File: config.mk
export PLATFORM = sky130hd
export DESIGN_NAME = vga_dac_seq_fml
export DESIGN_NICKNAME = d
export VERILOG_FILES = /design/src/rtl/vga_dac_seq_fml.sv
export SDC_FILE = /design/constraint.sdc
export NUM_CORES = 1
export LEC_CHECK = 0
export BUFFER_PORTS_ARGS = -buffer_cell sky130_fd_sc_hd__buf_2
export CAP_MARGIN = 20
export CORE_MARGIN = 2
export CORE_UTILIZATION = 58
export DETAILED_ROUTE_END_ITERATION = 8
export GPL_TIMING_DRIVEN = 1
export PLACE_DENSITY = 0.92
export RECOVER_POWER = 100
export SLEW_MARGIN = 10
export SYNTH_ARGS = -nofsm -noshare
export SYNTH_HDL_FRONTEND = slang
export SYNTH_SLANG_ARGS = --single-unit
File: constraint.sdc
create_clock -name clk -period 2.9 [get_ports clk]
set_input_delay 0.29 -clock clk [delete_from_list [all_inputs] [get_ports clk]]
set_output_delay 0.29 -clock clk [all_outputs]
set_load 0.01 [all_outputs]
File: src/rtl/vga_dac_seq_fml.sv
// CPU-side sequencer for the VGA DAC colour registers at 3C6h-3C9h.
// Handles single-beat I/O accesses, the DAC index/cycle counters and the PEL mask.
module vga_dac_seq_fml #(
    parameter logic [7:0] PEL_MASK_RST = 8'hFF
) (
    input  logic       clk,
    input  logic       rst,
    input  logic       io_stb,
    input  logic       io_we,
    input  logic [1:0] io_addr,
    input  logic [7:0] io_wdata,
    output logic [7:0] io_rdata,
    output logic       io_ack,
    output logic [7:0] pel_mask,
    output logic       dac_we,
    output logic [1:0] dac_write_data_cycle,
    output logic [7:0] dac_write_data_register,
    output logic [3:0] dac_write_data,
    output logic [1:0] dac_read_data_cycle,
    output logic [7:0] dac_read_data_register,
    input  logic [3:0] dac_read_data
);

    typedef enum logic [1:0] {
        ST_IDLE = 2'd0,
        ST_RD   = 2'd1,
        ST_ACK  = 2'd2
    } state_t;

    localparam logic [1:0] A_MASK = 2'd0;
    localparam logic [1:0] A_RIDX = 2'd1;
    localparam logic [1:0] A_WIDX = 2'd2;
    localparam logic [1:0] A_DATA = 2'd3;

    state_t      state_q, state_d;
    logic [7:0]  io_rdata_q, io_rdata_d;
    logic [7:0]  pel_mask_q, pel_mask_d;
    logic        dac_we_q, dac_we_d;
    logic [3:0]  wdat_q, wdat_d;
    logic [1:0]  wcyc_q, wcyc_d;
    logic [7:0]  wreg_q, wreg_d;
    logic [1:0]  rcyc_q, rcyc_d;
    logic [7:0]  rreg_q, rreg_d;
    logic [1:0]  dac_state_q, dac_state_d;
    logic        cmd_we_q, cmd_we_d;
    logic        cmd_data_q, cmd_data_d;

    // Step an {index, component} pair through R, G, B and on to the next index.
    function automatic logic [9:0] advance(input logic [7:0] idx, input logic [1:0] cyc);
        logic [9:0] res;
        if (cyc == 2'd2) begin
            res = {idx + 8'd1, 2'd0};
        end else begin
            res = {idx, cyc + 2'd1};
        end
        return res;
    endfunction

    // Next-state and datapath decode for the access sequencer.
    always_comb begin
        state_d     = state_q;
        io_rdata_d  = io_rdata_q;
        pel_mask_d  = pel_mask_q;
        dac_we_d    = dac_we_q;
        wdat_d      = wdat_q;
        wcyc_d      = wcyc_q;
        wreg_d      = wreg_q;
        rcyc_d      = rcyc_q;
        rreg_d      = rreg_q;
        dac_state_d = dac_state_q;
        cmd_we_d    = cmd_we_q;
        cmd_data_d  = cmd_data_q;

        case (state_q)
            ST_IDLE: begin
                if (io_stb) begin
                    cmd_we_d   = io_we;
                    cmd_data_d = (io_addr == A_DATA);
                    if (io_we) begin
                        state_d = ST_ACK;
                        case (io_addr)
                            A_MASK: pel_mask_d = io_wdata;
                            A_RIDX: begin
                                rreg_d      = io_wdata;
                                rcyc_d      = 2'd0;
                                dac_state_d = 2'b11;
                            end
                            A_WIDX: begin
                                wreg_d      = io_wdata;
                                wcyc_d      = 2'd0;
                                dac_state_d = 2'b00;
                            end
                            A_DATA: begin
                                dac_we_d = 1'b1;
                                wdat_d   = io_wdata[5:2];
                            end
                            default: state_d = ST_ACK;
                        endcase
                    end else if (io_addr == A_DATA) begin
                        // Read address is already on the port; wait one clk for the data.
                        state_d = ST_RD;
                    end else begin
                        state_d = ST_ACK;
                        case (io_addr)
                            A_MASK:  io_rdata_d = pel_mask_q;
                            A_RIDX:  io_rdata_d = {6'b000000, dac_state_q};
                            A_WIDX:  io_rdata_d = wreg_q;
                            default: io_rdata_d = io_rdata_q;
                        endcase
                    end
                end else begin
                    state_d = ST_IDLE;
                end
            end
            ST_RD: begin
                io_rdata_d = {2'b00, dac_read_data, 2'b00};
                state_d    = ST_ACK;
            end
            ST_ACK: begin
                dac_we_d = 1'b0;
                state_d  = ST_IDLE;
                if (cmd_data_q && cmd_we_q) begin
                    {wreg_d, wcyc_d} = advance(wreg_q, wcyc_q);
                end else if (cmd_data_q) begin
                    {rreg_d, rcyc_d} = advance(rreg_q, rcyc_q);
                end else begin
                    cmd_data_d = 1'b0;
                end
            end
            default: begin
                state_d  = ST_IDLE;
                dac_we_d = 1'b0;
            end
        endcase
    end

    // State and output registers.
    always_ff @(posedge clk or posedge rst) begin
        if (rst) begin
            state_q     <= ST_IDLE;
            io_rdata_q  <= 8'h00;
            pel_mask_q  <= PEL_MASK_RST;
            dac_we_q    <= 1'b0;
            wdat_q      <= 4'h0;
            wcyc_q      <= 2'd0;
            wreg_q      <= 8'h00;
            rcyc_q      <= 2'd0;
            rreg_q      <= 8'h00;
            dac_state_q <= 2'b00;
            cmd_we_q    <= 1'b0;
            cmd_data_q  <= 1'b0;
        end else begin
            state_q     <= state_d;
            io_rdata_q  <= io_rdata_d;
            pel_mask_q  <= pel_mask_d;
            dac_we_q    <= dac_we_d;
            wdat_q      <= wdat_d;
            wcyc_q      <= wcyc_d;
            wreg_q      <= wreg_d;
            rcyc_q      <= rcyc_d;
            rreg_q      <= rreg_d;
            dac_state_q <= dac_state_d;
            cmd_we_q    <= cmd_we_d;
            cmd_data_q  <= cmd_data_d;
        end
    end

    assign io_ack                  = (state_q == ST_ACK);
    assign io_rdata                = io_rdata_q;
    assign pel_mask                = pel_mask_q;
    assign dac_we                  = dac_we_q;
    assign dac_write_data          = wdat_q;
    assign dac_write_data_cycle    = wcyc_q;
    assign dac_write_data_register = wreg_q;
    assign dac_read_data_cycle     = rcyc_q;
    assign dac_read_data_register  = rreg_q;

endmodule

* Word level (Yosys, flattened, before mapping)
Index checks and enable logic that the tools add are counted.
** Cells by class
- Add/sub/neg operators :: 4
- Eq/ne operators :: 20
- Multiplexer cells :: 42
- Bitwise operators :: 1
- Reductions and logical operators :: 17
** Operator list (count)
- $mux W8 :: 12
- $pmux W8 S2 :: 3
- $mux W2 :: 12
- $pmux W8 S3 :: 1
- $mux W10 :: 2
- $add A8 B1 Y8 const B :: 2
- $pmux W2 S2 :: 4
- $reduce_and A4 Y1 :: 4
- $ne A2 B1 Y1 const B :: 6
- $ne A2 B2 Y1 const B :: 6
- $reduce_and A6 Y1 :: 2
- $eq A2 B2 Y1 const B :: 5
- $reduce_and A5 Y1 :: 2
- $reduce_and A7 Y1 :: 1
- $mux W1 :: 6
- $reduce_bool A2 Y1 :: 3
- $add A2 B1 Y2 const B :: 2
- $eq A2 B1 Y1 const B :: 2
- $logic_not A2 Y1 :: 2
- $ne A4 B1 Y1 const B :: 1
- $pmux W1 S2 :: 2
- $reduce_and A3 Y1 :: 1
- $reduce_and A2 Y1 :: 1
- $logic_and A1 B1 Y1 :: 1
- $not A1 Y1 :: 1
** Word-level totals
- Bits in registers :: 47
- Input bits :: 18
- Output and inout port bits :: 42
- Word-level logic and storage cells :: 96

* Logic depth before layout (Yosys ltp)
- Depth in word-level cells :: 6
- Depth in mapped cells :: 6
- Depth with buffers taken out :: 6

* Worst setup path after synthesis
Ideal clock, no wire load.
- Path type :: input to register
- Start :: input io_addr[0]
- End :: register io_rdata_q[0] (netlist: io_rdata[0])
- Setup time :: 125 ps
- Arrival time :: 1414 ps
- Data required time :: 2775 ps
- Path slack :: 1361 ps
- Stages on the path :: 6
- Buffers on the path :: 1
- Path through :: inv_1 > ha_1 > buf_2 > a21boi_0 > a21oi_1 > mux2_2
** Between the ends
- Word-level cells in the longest chain between the ends :: 6
- Elaborated cells on any way between the ends :: 12
- Classes of those cells :: 5 x eq/ne; 5 x mux; 2 x reduce/logical
** RTL lines
- start: declaration :: RTL line 10 : input logic [1:0] io_addr,
- $eq A2 B2 Y1, or another cell as far along :: RTL line 104 : case (io_addr)
- $pmux W8 S3 :: RTL line 104
- $mux W8 :: RTL line 99 : end else if (io_addr == A_DATA) begin
- $mux W8 :: RTL line 79 : if (io_we) begin
- $mux W8 :: RTL line 76 : if (io_stb) begin
- $pmux W8 S2 :: RTL line 74 : case (state_q)
- end signal: assignment :: RTL line 154 : io_rdata_q <= io_rdata_d;
- end: declaration :: RTL line 36 : logic [7:0] io_rdata_q, io_rdata_d;
Several ways; a longest one is shown, not always the timed one. The select of a mux whose other input is x is not followed.
A chain may end at the register's enable or synchronous reset.

* Final worst setup path
- Start :: register state_q[1]
- End :: register rreg_q[0] (netlist: dac_read_data_register[0])
** Between the ends
- Word-level cells in the longest chain between the ends :: 3
- Elaborated cells on any way between the ends :: 11
- Classes of those cells :: 7 x eq/ne; 1 x mux; 3 x reduce/logical
** RTL lines
- start: declaration :: RTL line 35 : state_t state_q, state_d;
- start signal: assignment :: RTL line 153 : state_q <= state_d;
- $eq A2 B2 Y1 / $logic_not A2 Y1 (equally long branches) :: RTL line 74
- $ne A2 B1 Y1 (no line), or another cell as far along
- $reduce_and A7 Y1 (no line)
- end signal: assignment :: RTL line 161 : rreg_q <= rreg_d;
- end: declaration :: RTL line 43 : logic [7:0] rreg_q, rreg_d;
Several ways; a longest one is shown, not always the timed one.

==> impl_metrics.toml <==
[layout]
n_antenna_cell = 0
drive_above_1_share = 0.1941
syn2layout_area_growth_pct = 11.91
final_cell_mix = "clkbuf_1, dfrtp_1, o21ai_0"
finalNetCount = 328
final_cell_area_um2 = 2821

[worst_setup_path]
cpMaxStageDelayCell = "a22oi_1"
slowest_delay_ns = 0.81
path_class = "reg2reg"
crit_cells = 3
required_ns = 3.09
critPathBufInv = 0
cp_max_fo = 15
crit_path_end = "dac_read_data_register[0]"
worstRegToRegCells = 3
end_kind = "register"
r2r_start = "state_q[1]"
reg2reg_slack_ns = 0.65
cp-startpoint = "state_q[1]"
critPathLaunchType = "register"
cpLargestDelayFamily = "compound AO/OA/AOI/OAI gates"
rr_endpoint = "dac_read_data_register[0]"
cp_cell_sequence = "and4bb_1 -> a22oi_1 -> mux2_2"
cp.arrival_ns = 2.44

[floorplan]
die-area_um2 = 4890
die_x_um = 69.93
placement_rows = 23
start_util = 0.6170
io_pins = 60
coreArea_um2 = 4086
die_h_um = 69.93

[logic_synthesis]
ys.flop_type = "dfrtp_1"
ys_warn_count = 0
netlist_area_um2 = 2521
syn-instance-count = 245
synth-seq-cells = 46
synth_top_area_frac = 0.3772
synth_edf_count = 0
synthArstFlopShare = 1.000
syn-num-nets = 270
yosysUniqueCellTypes = 43
yosysTopAreaCell = "dfrtp_1"
synth_area_per_cell_um2 = 10.29
ys_seq_area_frac = 0.4605
synthTopCellsByArea = "dfrtp_1, mux2_2, dfstp_2"

[clocking]
cts_buffer_depth = 2
clockRootBuffer = "clkbuf_8"
htree_levels = 2
post_cts_buffers = 0
numCtsBuffers = 5
clk_latency_ns = 0.30
cts_resized = 0
cts_tree = "yes"
clock-sinks = 46
clk_pin_slew_worst_paths_ns = 0.08

[global_route]
grt.total_usage = 0.2571
grt_pass1_vias = 2060
gr-usage-met2 = 0.4148
grt_antenna_before_repair = 0
overflow = 0
use_met1 = 0.3445
grt_max_degree = 28
gr-usage-met3 = 0.04040
grt_pass1_wl_mm = 9.942
gr-max-usage-layer = "met2"

[timing]
fmax_ghz = 0.4436
setup_viol = 0
fin_crit_sh = 0.7774
setup_slack_ns = 0.6455
maxSlewHeadroom = 0.1466
finalMaxSlewViolations = 0
setup_tns_ns = 0
fin_skew_ns = 0.008113
rsz0062_at_grt = "false"
tightest_slew_ns = 1.280
hold_violations = 0
finalCriticalPeriod_ns = 2.255

[place]
portBuffers = 59
place_hpwl_mm = 4.486
gp_congestion = 0.9009
pre_cts_slack_ns = 0.9621
placed_area_um2 = 2814

[power]
p_leak_uw = 0.001228
power-per-cell-area_nw_per_um2 = 738.6
ir_drop_mv = 0.4872

[routing]
wl_mm = 6.038
wl_per_cell_um = 17.06
drtIter0Drc = 131
num_vias = 2164
drcViolationCount = 0
viasPerCell = 6.113
drtPass1Iterations = 4
ant_nets = 0

[hold_path]
hp-class = "in2reg"
worstHoldStart = "io_wdata[0]"

[status]
outcome = "finished clean"

[flow_run]
cap_violations = 0
==> synth_stat cells, types with 2 or more instances <==
master and number:
and3_1 4, a21oi_1 15, nand4bb_1 2, nor2b_1 5
o31a_1 2, dfrtp_1 38, o21a_1 2, buf_2 4
nand2b_1 6, nand2_2 2, buf_6 3, clkbuf_1 2
a22oi_1 2, a32oi_1 4, o21ai_0 31, nand3_1 10
nor2_1 9, nand2_1 20, dfstp_2 8, mux2_2 25
and4bb_4 3, nor4_1 2, nor3_1 3, inv_1 11
ha_1 7, nand4_1 2, a41oi_1 2, o22ai_1 2
a31oi_1 5
==> worst min-delay path by stage <==
stage / to / slack, ns / depth (start not counted)
floorplan: state_q[1] / 0.44 / 2
global placement: dac_read_data_cycle[1] / 0.41 / 2
detailed placement: dac_read_data_cycle[1] / 0.44 / 2
CTS: dac_read_data_cycle[1] / 0.11 / 2
global route: dac_write_data[2] / 0.26 / 2
finish: pel_mask[0] / 0.25 / 2
==> timing repair <==
| action | 4_1_cts | 5_1_grt |
|---|---|---|
| hold buffers | 0 | 1 |
| hold endpoints to repair | 0 | 4 |
| setup endpoints to repair | 0 | 0 |
==> cell type report <==
| type | instances | area [um^2] |
|---|---|---|
| Fill cell | 329 | 1265 |
| Multi-Input combinational cell | 177 | 1205 |
| Sequential cell | 46 | 1161 |
| Timing Repair Buffer | 62 | 271.5 |
| Clock buffer | 8 | 80.08 |
| Tap cell | 50 | 62.56 |
| Inverter | 11 | 41.29 |
==> sequential cells by signal, indices dropped and copies added, names as in the netlist <==
name,count
dac_read_data_register,8
dac_write_data_register,8
io_rdata,8
pel_mask,8
dac_write_data,4
dac_read_data_cycle,2
dac_write_data_cycle,2
state_q,2
cmd_data_q,1
cmd_we_q,1
dac_state_q,1
dac_we,1
==> per-layer routing <==
layer,part of all wire,wire [um]
met5,0,0
met4,0.021,127
met3,0.067,403
met2,0.48,2921
met1,0.43,2585
==> metrics by stage <==
step	utilization	hold WS (ns)	total power, uW	instances
2_1_floorplan	-	0.4361	1452	245
3_3_place_gp	0.6886	0.4089	1735	344
6_report	0.6904	0.2506	2084	354
5_1_grt	0.6904	0.2641	2212	354
3_5_place_dp	0.6886	0.4369	1775	344
4_1_cts	0.7082	0.1055	2148	352
==> logic make-up after synthesis <==
kind of cell | Yosys count | synth area share
buffers and inverters | 22 | 0.04516
flip-flops | 46 | 0.4605
AO/OA/AOI/OAI | 72 | 0.1841
AND/OR/NAND/NOR | 73 | 0.1638
multiplexers | 25 | 0.1117
adder cells (fa/ha/maj) | 7 | 0.03474
==> power by group <==
| part | total [uW] | internal [uW] | switching [uW] |
|---|---|---|---|
| logic | 649 | 287 | 362 |
| registers | 1060 | 851 | 209 |
| clock network | 375 | 171 | 204 |
Power figures use the tool's default switching activity.
